==> src/rtl/uart_tx_frame_gen_if.sv <==
// Byte-push handshake between the bus side and the UART TX frame generator.
// A push happens on a clock edge where wr_valid and wr_ready are both high.
interface uart_tx_frame_gen_if;
    logic [7:0] wr_data;
    logic       wr_valid;
    logic       wr_ready;

    modport master (
        output wr_data,
        output wr_valid,
        input  wr_ready
    );

    modport slave (
        input  wr_data,
        input  wr_valid,
        output wr_ready
    );
endinterface

==> src/rtl/uart_tx_frame_gen.sv <==
// UART TX frame generator: byte FIFO, 11-bit frame builder and send/tx_active handshake FSM.
// Optional feature macro: UART_TXFG_LEVEL_EN adds fifo_level and tx_irq outputs.
module uart_tx_frame_gen #(
    parameter int FIFO_DEPTH = 16,
    parameter int ADDR_W     = 4
) (
    input  logic                clk,
    input  logic                rst,
    uart_tx_frame_gen_if.slave  wr_if,
    input  logic                flush,
    input  logic [1:0]          parity_type,
    input  logic                stop_bits,
    input  logic                data_length,
    input  logic                tx_active,
    output logic [10:0]         frame_out,
    output logic                send,
    output logic                busy,
    output logic                fifo_empty,
    output logic                fifo_full
`ifdef UART_TXFG_LEVEL_EN
    ,
    output logic [ADDR_W:0]     fifo_level,
    output logic                tx_irq
`endif
);

    localparam int CW = ADDR_W + 1;

    typedef enum logic [1:0] {
        S_IDLE,
        S_LOAD,
        S_REQ,
        S_WAIT
    } state_t;

    state_t             r_state_reg;
    state_t             w_state_next;

    logic [7:0]         r_mem [0:FIFO_DEPTH-1];
    logic [7:0]         r_rd_data_reg;
    logic [ADDR_W-1:0]  r_wr_ptr_reg;
    logic [ADDR_W-1:0]  r_rd_ptr_reg;
    logic [CW-1:0]      r_count_reg;
    logic [CW-1:0]      w_count_next;
    logic               w_push;
    logic               w_pop;

    logic               r_act_meta_reg;
    logic               r_act_s_reg;

    logic [10:0]        r_frame_reg;
    logic [10:0]        w_frame;
    logic [7:0]         w_data_field;
    logic               w_par_en;
    logic               w_par_bit;
    logic [3:0]         w_stop_pos;

    logic               r_send_reg;
    logic               w_send_next;

    // ------------------------------------------------------------------
    // FIFO
    // ------------------------------------------------------------------
    assign fifo_empty     = (r_count_reg == '0);
    assign fifo_full      = (r_count_reg == CW'(FIFO_DEPTH));
    assign wr_if.wr_ready = ~fifo_full;

    // flush wins over both push and pop so the FIFO ends up truly empty
    assign w_push = wr_if.wr_valid & ~fifo_full & ~flush;
    assign w_pop  = (r_state_reg == S_LOAD) & ~fifo_empty & ~flush;

    always_comb begin
        w_count_next = r_count_reg;
        if (flush) begin
            w_count_next = '0;
        end else if (w_push && !w_pop) begin
            w_count_next = r_count_reg + CW'(1);
        end else if (!w_push && w_pop) begin
            w_count_next = r_count_reg - CW'(1);
        end
    end

    always_ff @(posedge clk) begin
        if (rst) begin
            r_wr_ptr_reg <= '0;
            r_rd_ptr_reg <= '0;
            r_count_reg  <= '0;
        end else begin
            r_count_reg <= w_count_next;
            if (flush) begin
                r_wr_ptr_reg <= '0;
                r_rd_ptr_reg <= '0;
            end else begin
                if (w_push) begin
                    r_wr_ptr_reg <= r_wr_ptr_reg + ADDR_W'(1);
                end
                if (w_pop) begin
                    r_rd_ptr_reg <= r_rd_ptr_reg + ADDR_W'(1);
                end
            end
        end
    end

    // Head is read every cycle; IDLE always precedes LOAD, so the sample is current by LOAD.
    always_ff @(posedge clk) begin
        if (w_push) begin
            r_mem[r_wr_ptr_reg] <= wr_if.wr_data;
        end
        r_rd_data_reg <= r_mem[r_rd_ptr_reg];
    end

    // ------------------------------------------------------------------
    // tx_active synchroniser
    // ------------------------------------------------------------------
    always_ff @(posedge clk) begin
        if (rst) begin
            r_act_meta_reg <= 1'b0;
            r_act_s_reg    <= 1'b0;
        end else begin
            r_act_meta_reg <= tx_active;
            r_act_s_reg    <= r_act_meta_reg;
        end
    end

    // ------------------------------------------------------------------
    // Frame builder
    // ------------------------------------------------------------------
    // Bit 7 is forced to zero in 7-bit mode so it affects neither data nor parity.
    genvar gi;
    generate
        for (gi = 0; gi < 8; gi++) begin : g_data_field
            if (gi == 7) begin : g_msb
                assign w_data_field[gi] = r_rd_data_reg[gi] & data_length;
            end else begin : g_low
                assign w_data_field[gi] = r_rd_data_reg[gi];
            end
        end
    endgenerate

    assign w_par_en   = (parity_type == 2'b01) || (parity_type == 2'b10);
    assign w_par_bit  = (parity_type == 2'b01) ? ~(^w_data_field) : (^w_data_field);
    assign w_stop_pos = 4'd8 + {3'b000, data_length} + {3'b000, w_par_en};

    // Stop bits and the idle fill above them are both mark; they are written explicitly
    // so the layout reads like the line, even though the values coincide.
    always_comb begin
        w_frame    = '1;
        w_frame[0] = 1'b0;
        if (data_length) begin
            w_frame[8:1] = w_data_field;
            if (w_par_en) begin
                w_frame[9] = w_par_bit;
            end
        end else begin
            w_frame[7:1] = w_data_field[6:0];
            if (w_par_en) begin
                w_frame[8] = w_par_bit;
            end
        end
        w_frame[w_stop_pos] = 1'b1;
        if (stop_bits && (w_stop_pos < 4'd10)) begin
            w_frame[w_stop_pos + 4'd1] = 1'b1;
        end
    end

    always_ff @(posedge clk) begin
        if (rst) begin
            r_frame_reg <= 11'h7FF;
        end else if (r_state_reg == S_LOAD) begin
            r_frame_reg <= w_frame;
        end
    end

    assign frame_out = r_frame_reg;

    // ------------------------------------------------------------------
    // Handshake FSM
    // ------------------------------------------------------------------
    always_ff @(posedge clk) begin
        if (rst) begin
            r_state_reg <= S_IDLE;
            r_send_reg  <= 1'b0;
        end else begin
            r_state_reg <= w_state_next;
            r_send_reg  <= w_send_next;
        end
    end

    always_comb begin
        w_state_next = r_state_reg;
        w_send_next  = 1'b0;
        unique case (r_state_reg)
            S_IDLE: begin
                if (!fifo_empty && !r_act_s_reg) begin
                    w_state_next = S_LOAD;
                end
            end
            S_LOAD: begin
                w_state_next = S_REQ;
            end
            S_REQ: begin
                // send drops on the same edge that moves the FSM into WAIT
                if (r_act_s_reg) begin
                    w_state_next = S_WAIT;
                end else begin
                    w_send_next = 1'b1;
                end
            end
            S_WAIT: begin
                if (!r_act_s_reg) begin
                    w_state_next = S_IDLE;
                end
            end
            default: begin
                w_state_next = S_IDLE;
            end
        endcase
    end

    assign send = r_send_reg;
    assign busy = (r_state_reg != S_IDLE);

`ifdef UART_TXFG_LEVEL_EN
    logic r_irq_reg;

    always_ff @(posedge clk) begin
        if (rst) begin
            r_irq_reg <= 1'b0;
        end else begin
            r_irq_reg <= (w_count_next == '0) && (w_state_next == S_IDLE);
        end
    end

    assign fifo_level = r_count_reg;
    assign tx_irq     = r_irq_reg;
`endif

endmodule

==> src/flat_wrapper.sv <==
// flat-port wrapper written by rule: the top's interface ports become plain ports
module uart_tx_frame_gen_flat 
#(
    parameter int FIFO_DEPTH = 16,
    parameter int ADDR_W     = 4
)
  (clk, rst, flush, parity_type, stop_bits, data_length, tx_active, frame_out, send, busy, fifo_empty, fifo_full, wr_if_wr_data, wr_if_wr_valid, wr_if_wr_ready);
  uart_tx_frame_gen_if wr_if_i ();
  input  logic clk;
  input  logic rst;
  input  logic flush;
  input  logic [1:0] parity_type;
  input  logic stop_bits;
  input  logic data_length;
  input  logic tx_active;
  output logic [10:0] frame_out;
  output logic send;
  output logic busy;
  output logic fifo_empty;
  output logic fifo_full;
  input wire logic [$bits(wr_if_i.wr_data)-1:0] wr_if_wr_data;
  input wire logic [$bits(wr_if_i.wr_valid)-1:0] wr_if_wr_valid;
  output wire logic [$bits(wr_if_i.wr_ready)-1:0] wr_if_wr_ready;
  assign wr_if_i.wr_data = wr_if_wr_data;
  assign wr_if_i.wr_valid = wr_if_wr_valid;
  assign wr_if_wr_ready = wr_if_i.wr_ready;
  uart_tx_frame_gen #(.FIFO_DEPTH(FIFO_DEPTH), .ADDR_W(ADDR_W)) u_core (.clk(clk), .rst(rst), .wr_if(wr_if_i), .flush(flush), .parity_type(parity_type), .stop_bits(stop_bits), .data_length(data_length), .tx_active(tx_active), .frame_out(frame_out), .send(send), .busy(busy), .fifo_empty(fifo_empty), .fifo_full(fifo_full));
endmodule
==> config.mk <==
export PLATFORM = sky130hd
export DESIGN_NAME = uart_tx_frame_gen_flat
export DESIGN_NICKNAME = d
export VERILOG_FILES = /design/src/rtl/uart_tx_frame_gen_if.sv /design/src/rtl/uart_tx_frame_gen.sv /design/src/flat_wrapper.sv
export SDC_FILE = /design/constraint.sdc
export NUM_CORES = 1
export LEC_CHECK = 0
export ABC_CLOCK_PERIOD_IN_PS = 6400
export CAP_MARGIN = 40
export CELL_PAD_IN_SITES_DETAIL_PLACEMENT = 0
export CELL_PAD_IN_SITES_GLOBAL_PLACEMENT = 1
export CORE_MARGIN = 1.5
export CORE_UTILIZATION = 55
export DETAILED_ROUTE_END_ITERATION = 7
export GPL_TIMING_DRIVEN = 0
export PLACE_DENSITY = 0.93
export RECOVER_POWER = 50
export SYNTH_ARGS = -nofsm -noshare
export SYNTH_HDL_FRONTEND = slang
export SYNTH_SLANG_ARGS = --single-unit
export TNS_END_PERCENT = 30
==> constraint.sdc <==
create_clock -name clk -period 6.4 [get_ports clk]
set_clock_uncertainty 0.05 [all_clocks]
set_input_delay 1.6 -clock clk [delete_from_list [all_inputs] [get_ports clk]]
set_output_delay 1.6 -clock clk [all_outputs]
set_load 0.02 [all_outputs]
# == After elaboration in Yosys (flattened, before gate mapping) ==
# Memories as Yosys holds them, arrays and structs flattened. A register that Yosys moved wholly into a read port is not among the register bits.
# Cells that the tools add are included.
# classes
bitwise_logic,12
reduce_logical,19
n_mux,18
n_eq_ne,9
n_lt_le_gt_ge,5
n_addsub,7
# op_table
cell,n
11-bit OR,2
"4-bit by 1-bit adder with 4-bit output, second input constant",3
11-bit two-way mux,1
"4-bit by 5-bit less-than comparator with 1-bit output, second input constant",2
5-bit two-way mux,2
1-bit demux with 4-bit select,2
"4-bit by 1-bit >= comparator with 1-bit output, second input constant",2
1-bit two-way mux,8
8-bit two-way mux,1
2-bit case mux with 4 select lines,1
8-bit parity,1
"2-bit equality test, second input constant",3
1-bit logical AND,6
2-bit two-way mux,3
"5-bit by 1-bit adder with 5-bit output, second input constant",1
1-bit bitwise AND,5
"5-bit equality test, second input constant",1
5-bit logical NOT,1
1-bit inverter,5
"5-bit by 1-bit subtractor with 5-bit output, second input constant",1
4-bit by 1-bit adder with 4-bit output,1
"4-bit by 1-bit adder with 4-bit output, first input constant",1
"2-bit by 1-bit equality test with 1-bit output, second input constant",2
1-bit logical NOT,4
8 further kinds,11
# totals
out_inout_bits,16
inputBits,17
mem_count,1
ram_bits,128
ff_bits,29
# mem_list
name,words,width,read_ports,rd_clocked_by_memory_dff,write_ports,line,text
u_core.r_mem,16,8,1,1,1,uart_tx_frame_gen.sv:39,logic [7:0] r_mem [0:FIFO_DEPTH-1];

# == Longest topological paths before layout ==
# Gate-level depths: netlist (run 1).
# depth
depth_word,10
depth_mapped,14

# == Worst setup path after synthesis (run 1) ==
# Ideal clock, no wire load.
# synth_timing
path_type,input to register
startpoint,in wr_if_wr_valid
endpoint,reg u_core.r_count_reg[4]
cell_stages,10
slack_ns,2.738
arrival_time_ns,3.542
required_ns,6.280
setup_ns,0.070
n_path_buf,0
cell_sequence,inv_1 -> a311oi_2 -> ha_1 -> inv_1 -> fa_1 -> a21o_1 -> a21oi_1 -> xnor2_1 -> or3_1 -> a21oi_1
# synth_via
elab_chain_len,5
elab_cells_between_ends,7
# synth_lines
item,line,text
"start, declared",flat_wrapper.sv:22,input wire logic [$bits(wr_if_i.wr_valid)-1:0] wr_if_wr_valid;
1-bit bitwise AND (*) (2 in series),uart_tx_frame_gen.sv:69,assign w_push = wr_if.wr_valid & ~fifo_full & ~flush;
net u_core.w_push,uart_tx_frame_gen.sv:45,logic w_push;
1-bit logical NOT,uart_tx_frame_gen.sv:78,end else if (!w_push && w_pop) begin
1-bit logical AND,uart_tx_frame_gen.sv:78,
2-bit nonzero test (no source line),--,
"end signal, assigned",uart_tx_frame_gen.sv:89,r_count_reg <= w_count_next;
"end, declared",uart_tx_frame_gen.sv:43,logic [CW-1:0] r_count_reg;
# Mark *: on every way through the listed nets, which the timed path passes. The rest lies on a longest branch.
# A chain may end at the register's enable or synchronous reset.

# == Worst setup path after layout (run 1) ==
# Same ends and word-level chain as after synthesis.

==> results of run 1 <==
power groups by stage:
stage / Combinational [W] / Sequential, W / Clock, W
after global routing: 0.000350 / 0.00121 / 0.00102
after CTS: 0.000324 / 0.00121 / 0.000981
final: 0.000320 / 0.00121 / 0.000974
after detailed placement: 0.000320 / 0.00123 / 0
after global placement: 0.000311 / 0.00123 / 0
after floorplan: 0.000180 / 0.00125 / 0
worst max path at each step:
stage | to | from
global placement | u_core.r_count_reg[4]$_SDFFE_PP0P_ | wr_if_wr_valid
finish | u_core.r_count_reg[4]$_SDFFE_PP0P_ | wr_if_wr_valid
floorplan | u_core.r_count_reg[4]$_SDFFE_PP0P_ | wr_if_wr_valid
CTS | u_core.r_count_reg[4]$_SDFFE_PP0P_ | wr_if_wr_valid
global route | u_core.r_count_reg[4]$_SDFFE_PP0P_ | wr_if_wr_valid
detailed placement | u_core.r_count_reg[4]$_SDFFE_PP0P_ | wr_if_wr_valid
Yosys cell counts (all sizes together), types with 2 or more instances:
library cell / count / area (um^2)
buf: 7 / 63.8
a21oi: 7 / 35.0
dfxtp: 36 / 721
clkbuf: 11 / 41.3
inv: 15 / 56.3
xor2: 7 / 61.3
nor3: 8 / 45.0
nand2: 8 / 30.0
nand3: 2 / 10.0
xnor2: 11 / 96.3
nand4: 2 / 12.5
edfxtp: 128 / 3840
mux4: 40 / 1010
nand2b: 5 / 31.3
or3: 2 / 12.5
ha: 18 / 225
a211oi: 3 / 22.5
mux2i: 4 / 40.0
nor2: 26 / 97.6
nor2b: 10 / 62.6
a311oi: 3 / 32.5
a21o: 3 / 22.5
a211o: 7 / 61.3
cells in the final DEF (no fill, tap or decap), types with 4 or more instances in the layout:
| master | Yosys | final |
|---|---|---|
| dlygate4sd3_1 | 0 | 9 |
| xnor2_1 | 11 | 11 |
| nor2_1 | 26 | 26 |
| nor3_1 | 7 | 7 |
| edfxtp_1 | 128 | 128 |
| clkbuf_1 | 11 | 12 |
| nor2b_1 | 10 | 10 |
| clkdlybuf4s50_1 | 0 | 22 |
| ha_1 | 18 | 18 |
| mux4_1 | 30 | 30 |
| buf_2 | 0 | 4 |
| nand2_1 | 8 | 8 |
| a21oi_1 | 7 | 7 |
| nand2b_1 | 5 | 5 |
| clkbuf_16 | 0 | 17 |
| a211o_1 | 7 | 7 |
| inv_1 | 15 | 15 |
| mux2i_1 | 4 | 4 |
| dfxtp_1 | 36 | 36 |
| xor2_1 | 7 | 7 |
| mux4_2 | 10 | 10 |
per-stage QoR:
step           power (W)  utilization, %  cell area, um^2  hold slack [ns]
3_5_place_dp     0.00155            60.3             7210            0.382
4_1_cts          0.00251            65.0             7780            0.404
3_3_place_gp     0.00154            60.1             7190            0.376
5_1_grt          0.00259            65.0             7780            0.415
6_report         0.00250            65.0             7780            0.402
2_1_floorplan    0.00143               -             6700            0.364
per-layer routing:
| layer | part of all wire (%) | GRT usage (%) | vias to the layer above | routed length (um) |
|---|---|---|---|---|
| li1 | - | - | 1561 | - |
| met1 | 42 | 27.9 | 1736 | 5360 |
| met2 | 51 | 36.6 | 138 | 6500 |
| met3 | 5.9 | 5.42 | 19 | 752 |
| met4 | 1.8 | 9.08 | 2 | 228 |
| met5 | 0.078 | 0 | - | 10 |
area by class of cell:
class	count	area, um^2
buffer	18	105
clock buffer	18	429
clock inverter	14	135
fill	816	4180
inverter	15	56.3
multi-input combinational	174	1970
sequential	164	4560
tap	147	184
timing repair buffer	35	330
cells by family (layout without fill, tap and decap cells):
group	Yosys count	after routing	synth area share [%]
AO/OA/AOI/OAI	26	26	2.88
XOR/XNOR	18	18	2.35
adder cells (fa/ha/maj)	19	19	3.66
buffers and inverters	33	100	2.41
flip-flops	164	164	68.1
multiplexers	44	44	15.7
other	1	1	0.0560
AND/OR/NAND/NOR	66	66	4.80
==> summary.txt, run 1 <==
Setup path
  – Bufs and invs on worst path: 3
  – Worst path max stage delay: 0.50 ns
  – WS Path Type: in2reg
  – Startpoint Class: input port
  – Worst EP arrival: 4.32 ns
  – Family with the most delay on the worst path: compound AO/OA/AOI/OAI gates
  – Maximum fanout along the worst path: 6
  – CP required: 6.70 ns
  – R2R cell count: 14
  – R2r endpoint: u_core.r_count_reg[4]$_SDFFE_PP0P_
  – CP max stage cell: clkdlybuf4s50_1
  – CP Cell Sequence: clkdlybuf4s50_1, inv_1, a311oi_2, ha_1, inv_1, fa_1, a21o_1, a21oi_1, xnor2_1, or3_1, a21oi_1
  – FF-to-FF Start: u_core.r_state_reg[1]$_SDFFE_PP0P_
  – Nature of the critical path endpoint: flip-flop
  – WP depth: 11
  – R2R Setup Slk: 3.12 ns

Power
  – Sw Share: 23.7%
  – Switch Pwr: 0.000594 W
  – Maximum VDD drop: 0.000253 V
  – Int Pwr: 0.00191 W
  – Gate power share: 12.8%
  – Part of the power in registers: 48.3%
  – Leakage: 2.64 nW
  – PD cells: 322 mW/mm^2
  – Clock Power Share: 38.9%

Floorplanning
  – Core area: 0.0120 mm^2
  – Die area: 0.0129 mm^2
  – Row cnt: 40
  – Num ports: 33
  – Die W: 113 um
  – Die Span Y: 113 um
  – Initial Utilization: 56.0%

Synth
  – Cell Area, Synth: 0.00670 mm^2
  – Synth warn: 0
  – EDFF count, synth: 128
  – Syn Nets: 407
  – Sequential area share after synthesis: 68.1%
  – Avg Cell Area, Syn: 18.1 um^2
  – Synthesized flop and latch total: 164
  – Synth unique cells: 37
  – Synth Instances: 371
  – FFs w/ async S/R, synth: 0%
  – Ys flop type: edfxtp_1

Global route
  – First-pass GRT wire length: 19900 um
  – Largest net degree at the start of global routing: 17
  – All-Layer GR Usage: 21.9%
  – GRT overflow: 0
  – Initial antenna violation count: 1
  – Vias in the first global route: 3523

Hold path
  – WHS Path Cells: 1
  – Hold/Removal Path Class: reg2reg
  – Min-Delay Endpoint: u_core.r_act_s_reg$_SDFF_PP0_
  – Hold path startpoint: u_core.r_act_meta_reg$_SDFF_PP0_

Clocking
  – Clk root buf: clkbuf_16
  – Clk pin slew, worst setup/hold paths: 0.06 ns
  – Worst-Skew Late Latency: 0.42 ns
  – Post-CTS Hold Buffers: 0
  – CTS Buf Count: 17
  – Post-cts resize count: 0
  – CTS tree: done
  – H-tree depth: 4
  – CTS Sinks: 164
  – Post-CTS setup buffer count: 0
  – Clock Path Buffers: 2

Routing
  – Vias/cell: 5.91
  – Remaining antenna violation count: 0
  – DRC: 0
  – First-pass DRT Iterations: 5
  – Vias post-DR: 3456
  – Wire per inst: 22.0 um
  – Final wirelength: 12800 um
  – DR iter-0 viols: 258

Layout
  – Post-layout nets: 461
  – Synth-to-layout area growth: 16.1%
  – Layout cells sized above 1: 11.4%
  – Number of antenna diodes: 0
  – Finished Layout Cells: 585
  – Max reg flops: 128

STA
  – Final period util: 62.7%
  – Final hold viol count: 0
  – Final max-slew violation count: 0
  – Final TNS setup: 0 ns
  – Headroom to the max-slew limit: 43.6%
  – Fmax: 249 MHz
  – Tmin final: 4.01 ns
  – Fin worst setup slack: 2.39 ns
  – # setup viols final: 0
  – RSZ-0062 raised after global routing: false
  – Worst Tran Pin Value: 0.842 ns

Flow run
  – Max-Cap Viols: 0

Place
  – Final HPWL DP: 8030 um
  – Placer Congestion: 0.776
  – IO Port Bufs: 31
  – Worst slack, placed: 1.93 ns
  – Post-placement cell count: 553

Outcome
  – Run status: finished, final reports clean
(Power assumes the default switching activity.)
==> inputs of run 2 (changes only) <==
Settings changed: ABC_CLOCK_PERIOD_IN_PS 6400 to 3600, CORE_UTILIZATION 55 to 47, PLACE_DENSITY 0.93 to 0.86.
Clock period 6.4 ns to 3.6 ns, I/O delays scaled along.
==> run 2 against run 1 <==
Non-clock buffer count increased by 1; sequential share of layout area decreased by 0.67 points; register-to-register slack got worse by 2.8 ns; die area increased by 17%.
==> summary.txt, run 2 (synthesis results as in run 1) <==
Floorplanning
  – Row cnt: 43 (+7.5%)
  – Num ports: 33 (unchanged)
  – Initial Utilization: 48.3% (-7.7 points)
  – Die W: 122 um (+8.0%)
  – Core area: 0.0139 mm^2 (+16%)
  – Die area: 0.0150 mm^2 (+17%)
  – Die Span Y: 122 um (+8.0%)

Routing
  – Remaining antenna violation count: 0 (unchanged)
  – Wire per inst: 20.4 um (-7.0%)
  – Met2 Routed Length: 6450 um (-0.78%)
  – Vias/cell: 5.55 (-6.0%)
  – Met1 WL: 4930 um (-8.0%)
  – Routed wl met3: 914 um (+22%)
  – Vias post-DR: 3427 (-0.84%)
  – First-pass DRT Iterations: 4 (-1)
  – DR iter-0 viols: 212 (-18%)
  – Top sig layer: met4
  – Final wirelength: 12600 um (-1.9%)
  – DRC: 0 (unchanged)

Clocking
  – CTS tree: done
  – Post-CTS setup buffer count: 0 (unchanged)
  – CTS Sinks: 164 (unchanged)
  – H-tree depth: 4 (unchanged)
  – Clk pin slew, worst setup/hold paths: 0.06 ns (about the same)
  – Clk root buf: clkbuf_16
  – Post-cts resize count: 0 (unchanged)
  – Clock Path Buffers: 2 (unchanged)
  – CTS Buf Count: 17 (unchanged)
  – Worst-Skew Late Latency: 0.42 ns (about the same)
  – Post-CTS Hold Buffers: 0 (unchanged)

STA
  – Final TNS setup: 0 ns (unchanged)
  – Final max-slew violation count: 0 (unchanged)
  – # setup viols final: 0 (unchanged)
  – Final period util: 92.6%
  – Worst Tran Pin Value: 0.902 ns (+0.0599 ns)
  – Fmax: 300 MHz
  – Tmin final: 3.33 ns
  – Fin worst setup slack: 0.267 ns (-2.12 ns)
  – RSZ-0062 raised after global routing: false
  – Final hold viol count: 0 (unchanged)
  – Headroom to the max-slew limit: 39.5% (-4.1 points)

Hold path
  – Hold/Removal Path Class: reg2reg

Setup path
  – Maximum fanout along the worst path: 6 (unchanged)
  – Worst EP arrival: 3.63 ns (-0.69 ns)
  – WS Path Type: in2reg
  – CP required: 3.90 ns (-2.80 ns)
  – Nature of the critical path endpoint: flip-flop
  – Startpoint Class: input port

Layout
  – Most frequent cells in the layout: edfxtp_1, dfxtp_1, mux4_1
  – Layout cells sized above 1: 12.1% (+0.71 points)
  – Number of antenna diodes: 0 (unchanged)
  – Finished Layout Cells: 617 (+5.5%)
  – Most common cell after layout, fill and taps aside: edfxtp_1
  – Synth-to-layout area growth: 17.4%
  – Final instance area: 0.00787 mm^2 (+1.2%)
  – Max reg flops: 128 (unchanged)
  – Post-layout nets: 462 (+0.22%)

Power
  – Maximum VDD drop: 0.000440 V (+74%)
  – Total Power: 0.00446 W (+78%)
  – PD cells: 567 mW/mm^2 (+76%)
  – Leakage: 2.68 nW (+1.3%)

Outcome
  – Run status: finished, final reports clean

Global route
  – All-Layer GR Usage: 18.3% (-3.6 points)
  – Initial antenna violation count: 0 (-1)
  – First-pass GRT wire length: 19300 um (-2.7%)
  – GRT overflow: 0 (unchanged)
  – Largest net degree at the start of global routing: 17 (unchanged)
  – Vias in the first global route: 3444 (-2.2%)

Place
  – Final HPWL DP: 8210 um (+2.2%)
  – Post-placement cell count: 586 (+6.0%)
  – Placer Congestion: 0.766 (-1.4%)
  – Area post-placement: 0.00729 mm^2 (+0.99%)
  – IO Port Bufs: 31 (unchanged)
  – Worst slack, placed: -0.150 ns (-2.08 ns)

Flow run
  – Max-Cap Viols: 0 (unchanged)
-- run 2: metal layers --
layer | up-vias | global-route usage (%)
met5 | - | 0
met4 | 0 | 8.07
met3 | 20 | 5.53
met2 | 120 | 29.7
met1 | 1724 | 22.9
li1 | 1563 | -
-- run 2: critical path, cell delays in order --
cell             delay (ns)
clkdlybuf4s50_1        0.52
inv_1                  0.06
a311oi_2               0.48
ha_1                   0.28
inv_1                  0.11
fa_1                   0.41
a21o_1                 0.17
a21oi_1                0.16
xnor2_1                0.09
or3_1                  0.30
a21oi_1                0.14
-- run 2: through the flow --
step	utilization, %	hold WS, ns
final	56.7	0.414
after global routing	56.7	0.431
after CTS	56.6	0.417
after detailed placement	52.5	0.401
after global placement	52.1	0.387
after floorplan	-	0.364
-- run 2: area by class of cell --
cell class              instances  area [um^2]
fillers                      1029         6010
well taps                     180          225
clock buffers                  20          437
repair buffers                 36          352
inverters                      15         56.3
clock inverters                10          135
plain buffers                  18          105
multi-input cells             174         1990
flip-flops and latches        164         4560
-- run 2: power by group --
| group | internal, W | switching [W] | leakage, nW |
|---|---|---|---|
| Clock | 0.00108 | 0.000674 | 0.281 |
| Sequential | 0.00211 | 0.0000389 | 1.45 |
| Combinational | 0.000264 | 0.000299 | 0.945 |
-- run 2: worst paths after layout --
check                                     startpoint                            endpoint  slack, ns  depth (start not counted)
setup / recovery                      wr_if_wr_valid  u_core.r_count_reg[4]$_SDFFE_PP0P_       0.27                         11
hold / removal      u_core.r_act_meta_reg$_SDFF_PP0_       u_core.r_act_s_reg$_SDFF_PP0_       0.41                          1
setup reg to reg  u_core.r_state_reg[1]$_SDFFE_PP0P_  u_core.r_count_reg[4]$_SDFFE_PP0P_       0.35                         14
hold reg to reg     u_core.r_act_meta_reg$_SDFF_PP0_       u_core.r_act_s_reg$_SDFF_PP0_       0.41                          1
